File: src/rtl/multi_cycle_ctrl.sv
// ---------------------------------------------------------------------------
// multi_cycle_ctrl
//   Moore control FSM for a multi-cycle MIPS-like datapath. Sequences
//   fetch / decode / execute / memory / writeback and raises one set of
//   control strobes per state. Opcode/funct are captured at the end of ID so
//   later states do not depend on the IR contents.
//
//   Parameters
//     MEM_WAIT_MAX  max cycles spent in MEM_RD/MEM_WR waiting for MemReady
//                   (must be >= 1)
//
//   Ports
//     CLK, Reset            clock, synchronous active-high reset
//     opcode, funct         live IR fields (decoded in ID only)
//     Zero                  ALU zero flag (used in BR)
//     MemReady              data memory done (used in MEM states only)
//     PCWrite, PCSrc        PC load enable / source select
//     IRWrite               IR load enable
//     RegWrite, RegDst      RegFile write enable / dest select (1 = rd)
//     MemtoReg              writeback source (1 = data memory)
//     ALUSrcB, ExtSel       immediate operand select / sign-extend
//     ALUOp                 000 add, 001 sub, 010 and, 011 or, 100 slt
//     mRD, mWR              data memory read / write
//     IllegalOp, MemErr     one-cycle error pulses
//     Halted                level, high while in HALT
//     state                 current state (debug)
//     cycle_cnt, instr_cnt  performance counters
//
//   Build option
//     CTRL_PERF_CNT_EN  when defined, cycle_cnt/instr_cnt are live counters;
//                       otherwise both read 0 and no counter flops exist.
// ---------------------------------------------------------------------------
module multi_cycle_ctrl #(
  parameter int MEM_WAIT_MAX = 15
) (
  input  logic        CLK,
  input  logic        Reset,
  input  logic [5:0]  opcode,
  input  logic [5:0]  funct,
  input  logic        Zero,
  input  logic        MemReady,
  output logic        PCWrite,
  output logic [1:0]  PCSrc,
  output logic        IRWrite,
  output logic        RegWrite,
  output logic        RegDst,
  output logic        MemtoReg,
  output logic        ALUSrcB,
  output logic        ExtSel,
  output logic [2:0]  ALUOp,
  output logic        mRD,
  output logic        mWR,
  output logic        IllegalOp,
  output logic        MemErr,
  output logic        Halted,
  output logic [3:0]  state,
  output logic [31:0] cycle_cnt,
  output logic [31:0] instr_cnt
);

  typedef enum logic [3:0] {
    S_IF     = 4'd0,
    S_ID     = 4'd1,
    S_EXE    = 4'd2,
    S_WB_ALU = 4'd3,
    S_ADDR   = 4'd4,
    S_MEM_RD = 4'd5,
    S_MEM_WR = 4'd6,
    S_WB_MEM = 4'd7,
    S_BR     = 4'd8,
    S_HALT   = 4'd9
  } state_e;

  typedef enum logic [3:0] {
    C_ILL, C_R, C_ADDI, C_ORI, C_LW, C_SW, C_BEQ, C_BNE, C_J, C_HALT
  } cls_e;

  localparam logic [2:0] ALU_ADD = 3'b000;
  localparam logic [2:0] ALU_SUB = 3'b001;
  localparam logic [2:0] ALU_AND = 3'b010;
  localparam logic [2:0] ALU_OR  = 3'b011;
  localparam logic [2:0] ALU_SLT = 3'b100;

  // Wait counter only has to reach MEM_WAIT_MAX-1: that is the last cycle
  // in which a missing MemReady turns into an abort.
  localparam int            WW        = (MEM_WAIT_MAX > 1) ? $clog2(MEM_WAIT_MAX) : 1;
  localparam logic [WW-1:0] WAIT_LAST = WW'(MEM_WAIT_MAX - 1);

  function automatic cls_e decode(input logic [5:0] op, input logic [5:0] fn);
    cls_e c;
    c = C_ILL;
    case (op)
      6'b000000: begin
        case (fn)
          6'b100000, 6'b100010, 6'b100100, 6'b100101, 6'b101010: c = C_R;
          default: c = C_ILL;
        endcase
      end
      6'b001000: c = C_ADDI;
      6'b001101: c = C_ORI;
      6'b100011: c = C_LW;
      6'b101011: c = C_SW;
      6'b000100: c = C_BEQ;
      6'b000101: c = C_BNE;
      6'b000010: c = C_J;
      6'b111111: c = C_HALT;
      default:   c = C_ILL;
    endcase
    return c;
  endfunction

  function automatic logic [2:0] alu_sel(input cls_e c, input logic [5:0] fn);
    logic [2:0] a;
    a = ALU_ADD;
    if (c == C_ORI) begin
      a = ALU_OR;
    end else if (c == C_R) begin
      case (fn)
        6'b100010: a = ALU_SUB;
        6'b100100: a = ALU_AND;
        6'b100101: a = ALU_OR;
        6'b101010: a = ALU_SLT;
        default:   a = ALU_ADD;
      endcase
    end
    return a;
  endfunction

  state_e        state_q, state_d;
  logic [5:0]    op_q, op_d;
  logic [5:0]    fn_q, fn_d;
  logic [WW-1:0] wait_q, wait_d;
  logic          mem_err_q, mem_err_d;
  logic          in_mem;
  logic          mem_abort;
  cls_e          cls_live;
  cls_e          cls_q;

  // ID decodes the IR as it sits now; later states use the captured copy.
  assign cls_live = decode(opcode, funct);
  assign cls_q    = decode(op_q, fn_q);

  // Next-state logic
  always_comb begin
    state_d   = state_q;
    op_d      = op_q;
    fn_d      = fn_q;
    wait_d    = '0;
    mem_abort = 1'b0;
    in_mem    = (state_q == S_MEM_RD) || (state_q == S_MEM_WR);

    // Counter is zero whenever we are outside MEM, so it is clear on entry.
    if (in_mem && !MemReady) begin
      wait_d    = wait_q + WW'(1);
      mem_abort = (wait_q == WAIT_LAST);
    end

    case (state_q)
      S_IF: state_d = S_ID;
      S_ID: begin
        op_d = opcode;
        fn_d = funct;
        case (cls_live)
          C_HALT:              state_d = S_HALT;
          C_R, C_ADDI, C_ORI:  state_d = S_EXE;
          C_LW, C_SW:          state_d = S_ADDR;
          C_BEQ, C_BNE:        state_d = S_BR;
          default:             state_d = S_IF;   // j and illegal
        endcase
      end
      S_EXE:    state_d = S_WB_ALU;
      S_WB_ALU: state_d = S_IF;
      S_ADDR:   state_d = (cls_q == C_LW) ? S_MEM_RD : S_MEM_WR;
      S_MEM_RD: begin
        if (MemReady)       state_d = S_WB_MEM;
        else if (mem_abort) state_d = S_IF;
      end
      S_MEM_WR: begin
        if (MemReady || mem_abort) state_d = S_IF;
      end
      S_WB_MEM: state_d = S_IF;
      S_BR:     state_d = S_IF;
      S_HALT:   state_d = S_HALT;
      default:  state_d = S_IF;
    endcase

    // MemErr is registered so the output never depends on MemReady.
    mem_err_d = mem_abort;
  end

  always_ff @(posedge CLK) begin
    if (Reset) begin
      state_q   <= S_IF;
      op_q      <= '0;
      fn_q      <= '0;
      wait_q    <= '0;
      mem_err_q <= 1'b0;
    end else begin
      state_q   <= state_d;
      op_q      <= op_d;
      fn_q      <= fn_d;
      wait_q    <= wait_d;
      mem_err_q <= mem_err_d;
    end
  end

  // Moore outputs; Reset forces everything low.
  always_comb begin
    PCWrite   = 1'b0;
    PCSrc     = 2'b00;
    IRWrite   = 1'b0;
    RegWrite  = 1'b0;
    RegDst    = 1'b0;
    MemtoReg  = 1'b0;
    ALUSrcB   = 1'b0;
    ExtSel    = 1'b0;
    ALUOp     = ALU_ADD;
    mRD       = 1'b0;
    mWR       = 1'b0;
    IllegalOp = 1'b0;
    MemErr    = mem_err_q;
    Halted    = 1'b0;
    state     = state_q;

    case (state_q)
      S_IF: begin
        IRWrite = 1'b1;
        PCWrite = 1'b1;
      end
      S_ID: begin
        if (cls_live == C_J) begin
          PCWrite = 1'b1;
          PCSrc   = 2'b10;
        end else if (cls_live == C_ILL) begin
          IllegalOp = 1'b1;
        end
      end
      S_EXE, S_WB_ALU: begin
        ALUOp   = alu_sel(cls_q, fn_q);
        ALUSrcB = (cls_q == C_ADDI) || (cls_q == C_ORI);
        ExtSel  = (cls_q == C_ADDI);
        if (state_q == S_WB_ALU) begin
          RegWrite = 1'b1;
          RegDst   = (cls_q == C_R);
        end
      end
      S_ADDR: begin
        ALUOp   = ALU_ADD;
        ALUSrcB = 1'b1;
        ExtSel  = 1'b1;
      end
      S_MEM_RD: mRD = 1'b1;
      S_MEM_WR: mWR = 1'b1;
      S_WB_MEM: begin
        RegWrite = 1'b1;
        MemtoReg = 1'b1;
      end
      S_BR: begin
        ALUOp   = ALU_SUB;
        PCSrc   = 2'b01;
        PCWrite = (cls_q == C_BNE) ? !Zero : Zero;
      end
      S_HALT:  Halted = 1'b1;
      default: ;
    endcase

    if (Reset) begin
      PCWrite   = 1'b0;
      PCSrc     = 2'b00;
      IRWrite   = 1'b0;
      RegWrite  = 1'b0;
      RegDst    = 1'b0;
      MemtoReg  = 1'b0;
      ALUSrcB   = 1'b0;
      ExtSel    = 1'b0;
      ALUOp     = ALU_ADD;
      mRD       = 1'b0;
      mWR       = 1'b0;
      IllegalOp = 1'b0;
      MemErr    = 1'b0;
      Halted    = 1'b0;
      state     = 4'd0;
    end
  end

`ifdef CTRL_PERF_CNT_EN
  logic [31:0] cycle_cnt_q;
  logic [31:0] instr_cnt_q;
  logic        instr_done;

  // An instruction retires on its last cycle before IF; illegal opcodes and
  // memory timeouts never retire.
  always_comb begin
    instr_done = 1'b0;
    case (state_q)
      S_ID:                   instr_done = (cls_live == C_J);
      S_WB_ALU, S_WB_MEM,
      S_BR:                   instr_done = 1'b1;
      S_MEM_WR:               instr_done = MemReady;
      default:                instr_done = 1'b0;
    endcase
  end

  always_ff @(posedge CLK) begin
    if (Reset) begin
      cycle_cnt_q <= '0;
      instr_cnt_q <= '0;
    end else begin
      cycle_cnt_q <= cycle_cnt_q + 32'd1;
      if (instr_done) instr_cnt_q <= instr_cnt_q + 32'd1;
    end
  end

  assign cycle_cnt = Reset ? 32'd0 : cycle_cnt_q;
  assign instr_cnt = Reset ? 32'd0 : instr_cnt_q;
`else
  assign cycle_cnt = 32'd0;
  assign instr_cnt = 32'd0;
`endif

endmodule

File: config.mk
export PLATFORM = sky130hd
export DESIGN_NAME = multi_cycle_ctrl
export DESIGN_NICKNAME = d
export VERILOG_FILES = /design/src/rtl/multi_cycle_ctrl.sv
export SDC_FILE = /design/constraint.sdc
export NUM_CORES = 1
export LEC_CHECK = 0
export BUFFER_PORTS_ARGS = -buffer_cell sky130_fd_sc_hd__buf_4
export CORE_ASPECT_RATIO = 1.25
export CORE_MARGIN = 2
export CORE_UTILIZATION = 35
export CTS_CLUSTER_SIZE = 28
export DETAILED_ROUTE_END_ITERATION = 6
export RECOVER_POWER = 100
export SYNTH_ARGS = -nofsm -noshare
export SYNTH_HDL_FRONTEND = slang
export SYNTH_SLANG_ARGS = --single-unit
File: constraint.sdc
create_clock -name CLK -period 3.75 [get_ports CLK]
set_input_delay 1.125 -clock CLK [delete_from_list [all_inputs] [get_ports CLK]]
set_output_delay 1.125 -clock CLK [all_outputs]
set_load 0.02 [all_outputs]
After elaboration in Yosys (flattened, before gate mapping)
Memories as Yosys holds them, arrays and structs flattened.
Index checks and enable logic that the tools add are counted.

operators by class
  multiplexer cells = 48
  eq/ne operators = 44
  add/subtract/negate cells = 1
  reductions and logical operators = 15
  bitwise logic cells = 1

operator list
  kind                 count
  $eq 6x6->1 const B   16
  $pmux 4 s9           2
  $mux 1               28
  $pmux 4 s7           1
  $eq 4x3->1 const B   6
  $eq 6x3->1 const B   4
  $eq 6x4->1 const B   4
  $eq 4x2->1 const B   4
  $eq 4x4->1 const B   4
  $mux 4               4
  $eq 6x2->1 const B   2
  $logic_not 6->1      2
  $pmux 3 s4           1
  $reduce_or 5->1      2
  $mux 3               3
  $eq 4x1->1 const B   2
  $logic_not 4->1      2
  $mux 2               3
  $pmux 1 s2           3
  $pmux 3 s2           1
  $add 4x1->4 const B  1
  $pmux 2 s2           1
  $reduce_or 2->1      2
  $logic_or 1x1->1     3
  other kinds (7)      8

storage, ports and cells
  memories kept = 1
  word-level logic and storage cells = 115
  memory bits (read-only) = 64
  bits of input ports = 16
  flip-flop bits (word level) = 21

memories
  memory            depth  bits a word  read ports  clocked after Yosys merged registers in  write ports  line  source
  (name not given)  16     4            1           0                                        0            163   case (cls_live)

Logic depth before layout (Yosys ltp)
  depth in word-level cells = 9
  gate-level depth with buffers = 6
  depth with buffers taken out = 6

Least setup slack after synthesis
No wires, ideal clock.

  path type = input -> output
  from = input opcode[3]
  to = output PCSrc[1]
  data required time = 2.625 ns
  path slack = -0.015 ns
  arrival = 2.640 ns
  cell stages on the path = 5
  cells stage by stage = clkbuf_1 > or4_1 > o22ai_1 > and3_1 > nor3b_1

on the way
  word-level cells in the longest chain between the ends = 6
  elaborated cells on any way between the ends = 14
  those cells by class = 9 x eq/ne; 4 x mux; 1 x reduce/logical

ends and longest elaborated chain
  what                                line  source
  from (decl)                         38    input logic [5:0] opcode,
  $eq 6x6->1 (tied with other cells)  92    case (op)
  $pmux 4 s9 *                        92
  $eq 4x4->1 *                        231   if (cls_live == C_J) begin
  $mux 2 *                            231
  $pmux 2 s2 *                        225   case (state_q)
  $mux 2 *                            267   if (Reset) begin
  to (decl)                           43    output logic [1:0] PCSrc,

Every way passes the cells marked *; elsewhere a longest branch is shown, timed or not.

Worst setup path in the final report
  from = input opcode[2]
  to = output PCWrite

on the way
  word-level cells in the longest chain between the ends = 6
  elaborated cells on any way between the ends = 14
  those cells by class = 9 x eq/ne; 4 x mux; 1 x reduce/logical

ends and longest elaborated chain
  what                                line  source
  $eq 6x6->1 (tied with other cells)  92
  $pmux 4 s9 *                        92
  $eq 4x4->1 *                        231
  $mux 1 *                            231
  $pmux 1 s3 *                        225
  $mux 1 *                            267
  to (decl)                           42    output logic PCWrite,

Marked as above.

==> metrics.md <==
| Metric | Value |
|---|---|
| CP Capture Type | primary output |
| First-pass DRT Iterations | 4 |
| Worst-Skew Late Latency | 0.26 ns |
| Startpoint Class | input port |
| Non-Filler Instances | between 300 and 400 |
| CP required | 2.62 ns |
| First-pass GRT wire length | between 6000 and 7000 um |
| Leak | about 0.00092 uW |
| Final Total Pwr | 574.1 uW |
| TritonCTS clock tree | done |
| Hold path cells | 2 |
| Die X | between 70 and 80 um |
| Peak Freq | around 270 MHz |
| Layout cells sized above 1 | a little under a fifth |
| Main synth FF type | dfxtp_1 |
| Syn Inst Count | 272 |
| Hpwl dp | between 3000 and 4000 um |
| Antenna Nets Post-Route | 0 |
| R2r setup slk | 1.75 ns |
| I/O Pins | approximately 100 |
| Yosys reg bits | 21 |
| Initial drt markers | 51 |
| Slew margin rel. | approximately 67% |
| HP Class | reg2reg |
| # DRC | 0 |
| Hold Startpoint | fn_q[5] |
| Die height | between 80 and 90 um |
| Initial antenna violation count | 0 |
| Placed inst area | 2085 um^2 |
| Post-Route WL | ~4200 um |
| Outcome | finished clean |
| Die ar. | 6220 um^2 |
| Clock-pin slew on the worst setup and hold paths | roughly 0.070 ns |
| CTS H-tree lvls | 1 |
| RD Place Congestion | between 0.7 and 0.8 |
| Reg2Reg Depth | 5 |
| Worst Skew | between 0.003 and 0.004 ns |
| Core Region | ~5400 um^2 |
| Vias | between 1500 and 2000 |
| Number of synthesized flops with an enable pin | 0 |
| Largest cells by area after synthesis | buf_4, dfxtp_1, nand2_1, a21oi_1, nand2b_1 |
| Antenna fix cells | 0 |
| Most frequent cells after synthesis | buf_4, nand2_1, dfxtp_1 |
| Area grow syn2layout | 9.317% |
| DR WL/cell | 11.31 um |
| Largest net degree at the start of global routing | 23 |
| Fin area | 2143 um^2 |
| Finish-stage setup viols | 0 |
| Crit path DAT | ~2.6 ns |
| Synth Cell Area | ~2000 um^2 |
| Port Buffers | 36 |
| WHS | about 0.47 ns |
| Starting Density | between 30% and 40% |
| CTS Sinks | 21 |
| Synthesis Warnings | 0 |
| Max clock buf depth | 2 |
| Final nets | between 300 and 400 |
| Worst VDD drop | between 0.1 and 0.15 mV |
| P per Cell Area | roughly 270 nW/um^2 |
| Global route overflow | 0 |
| Clk root buf | clkbuf_8 |
| Crit Path Class | in2out |
| Final Cycle Share | ~98% |
| Register area share after synthesis | a little over a fifth |
| Syn Area/Cell | about 7 um^2 |
| Post-synth top area share | between 20% and 30% |
| Number of global-route vias before repair | 1432 |
| Vias/cell | roughly 4.7 |
| Yosys top cell by area | buf_4 |
| Crit path time final | 3.686 ns |
| Most frequent cell after synthesis | buf_4 |
| Total CTS buffers | 3 |
| Num rows | 30 |
| Max-cap violations | 0 |
| Reg-to-Reg Start | state_q[2] |
| Total GRT Usage | 12.76% |
| Final Slew Violations | 0 |
| Asr flop ratio synth | 0% |
| Maximum net fanout on the critical path | 4 |
| RR Endpoint | state_q[1] |
| Final hold vios | 0 |
| Library cells used by synthesis | 47 |
| Worst Max-Slew Pin Slew | 0.4920 ns |
| # placed instances | between 300 and 400 |
| Hold Path End | fn_q[5] |
## per-stage QoR
step / util [%] / setup TNS, ns / setup WS, ns
final: 39.65 / 0 / 0.06381
after global routing: 39.65 / -0.02396 / -0.02396
after CTS: 39.40 / 0 / 0.02567
after detailed placement: 38.56 / 0 / 0.03038
after global placement: 38.56 / -0.02762 / -0.02762
after floorplan: - / 0 / 0.1079
## critical path: stages
cell and delay, ns:
buf_4 0.12, or4_1 0.54, o22ai_2 0.16, and3_4 0.21, nand2_1 0.07, o2bb2ai_2 0.18
buf_4 0.16
## cells by family (layout without fill, tap and decap cells)
group | count (synthesis) | count (layout) | synth area share (%)
other cells | 1 | 64 | 0.1913
mux | 2 | 2 | 1.085
xor+xnor | 7 | 7 | 3.127
simple gates | 110 | 110 | 29.36
compound gates | 44 | 44 | 14.87
flops | 21 | 21 | 21.44
buf+inv | 85 | 56 | 28.65
fa+ha+maj | 2 | 2 | 1.276
## how the worst max path moves through the flow
stage / slack, ns / cells past startpoint / start / end
finish: 0.06 / 7 / opcode[2] / PCWrite
global route: -0.02 / 7 / opcode[2] / PCWrite
CTS: 0.03 / 7 / opcode[2] / PCWrite
detailed placement: 0.03 / 7 / opcode[2] / PCWrite
global placement: -0.03 / 7 / opcode[2] / PCWrite
floorplan: 0.11 / 6 / opcode[3] / PCWrite
## what timing repair did
item	4_1_cts	5_1_grt
hold buffers	0	0
endpoints found under the setup margin	0	1
setup buffers	0	0
resized for setup	0	3
## power by group
group,internal [uW],switching [uW]
sequential,234,13.3
combinational,55.2,126
clock,75.6,69.5
total,365,209
## placed cells by master, fill, tap and decap left out, drive strengths merged, types with 3 or more instances in the layout
cell type	instances
nor4b	4
and3	3
nor2b	6
a31oi	3
conb	64
nor2	13
buf	43
clkbuf	6
a21oi	18
inv	7
nand2	36
xor2	3
xnor2	4
nor3	10
nand3	4
o21ai	3
nand4	4
o21bai	3
and2	3
o32ai	3
nor4	5
nand2b	11
dfxtp	21
or3	5
## routing by layer
| metal | GRT usage, % | vias up | routed length, um | share of wire (%) |
|---|---|---|---|---|
| li1 | - | 872 | - | - |
| met1 | 16.35 | 789 | 1795 | 43 |
| met2 | 21.67 | 85 | 2017 | 48 |
| met3 | 1.266 | 7 | 278 | 6.6 |
| met4 | 5.832 | 0 | 91 | 2.2 |
| met5 | 0 | - | 0 | 0 |
## layout make-up
class,instances,area [um^2]
sequential,21,420.4
inverter,7,26.28
multi-input combinational,229,1237
clock buffer,4,45.04
timing repair buffer,45,334.1
tap,64,80.08
fill,607,3262
## sequential cells by signal, indices dropped and copies added (netlist names)
signal     count
wait_q         4
op_q           6
fn_q           6
mem_err_q      1
state_q        4
Power figures use the tool's default switching activity.
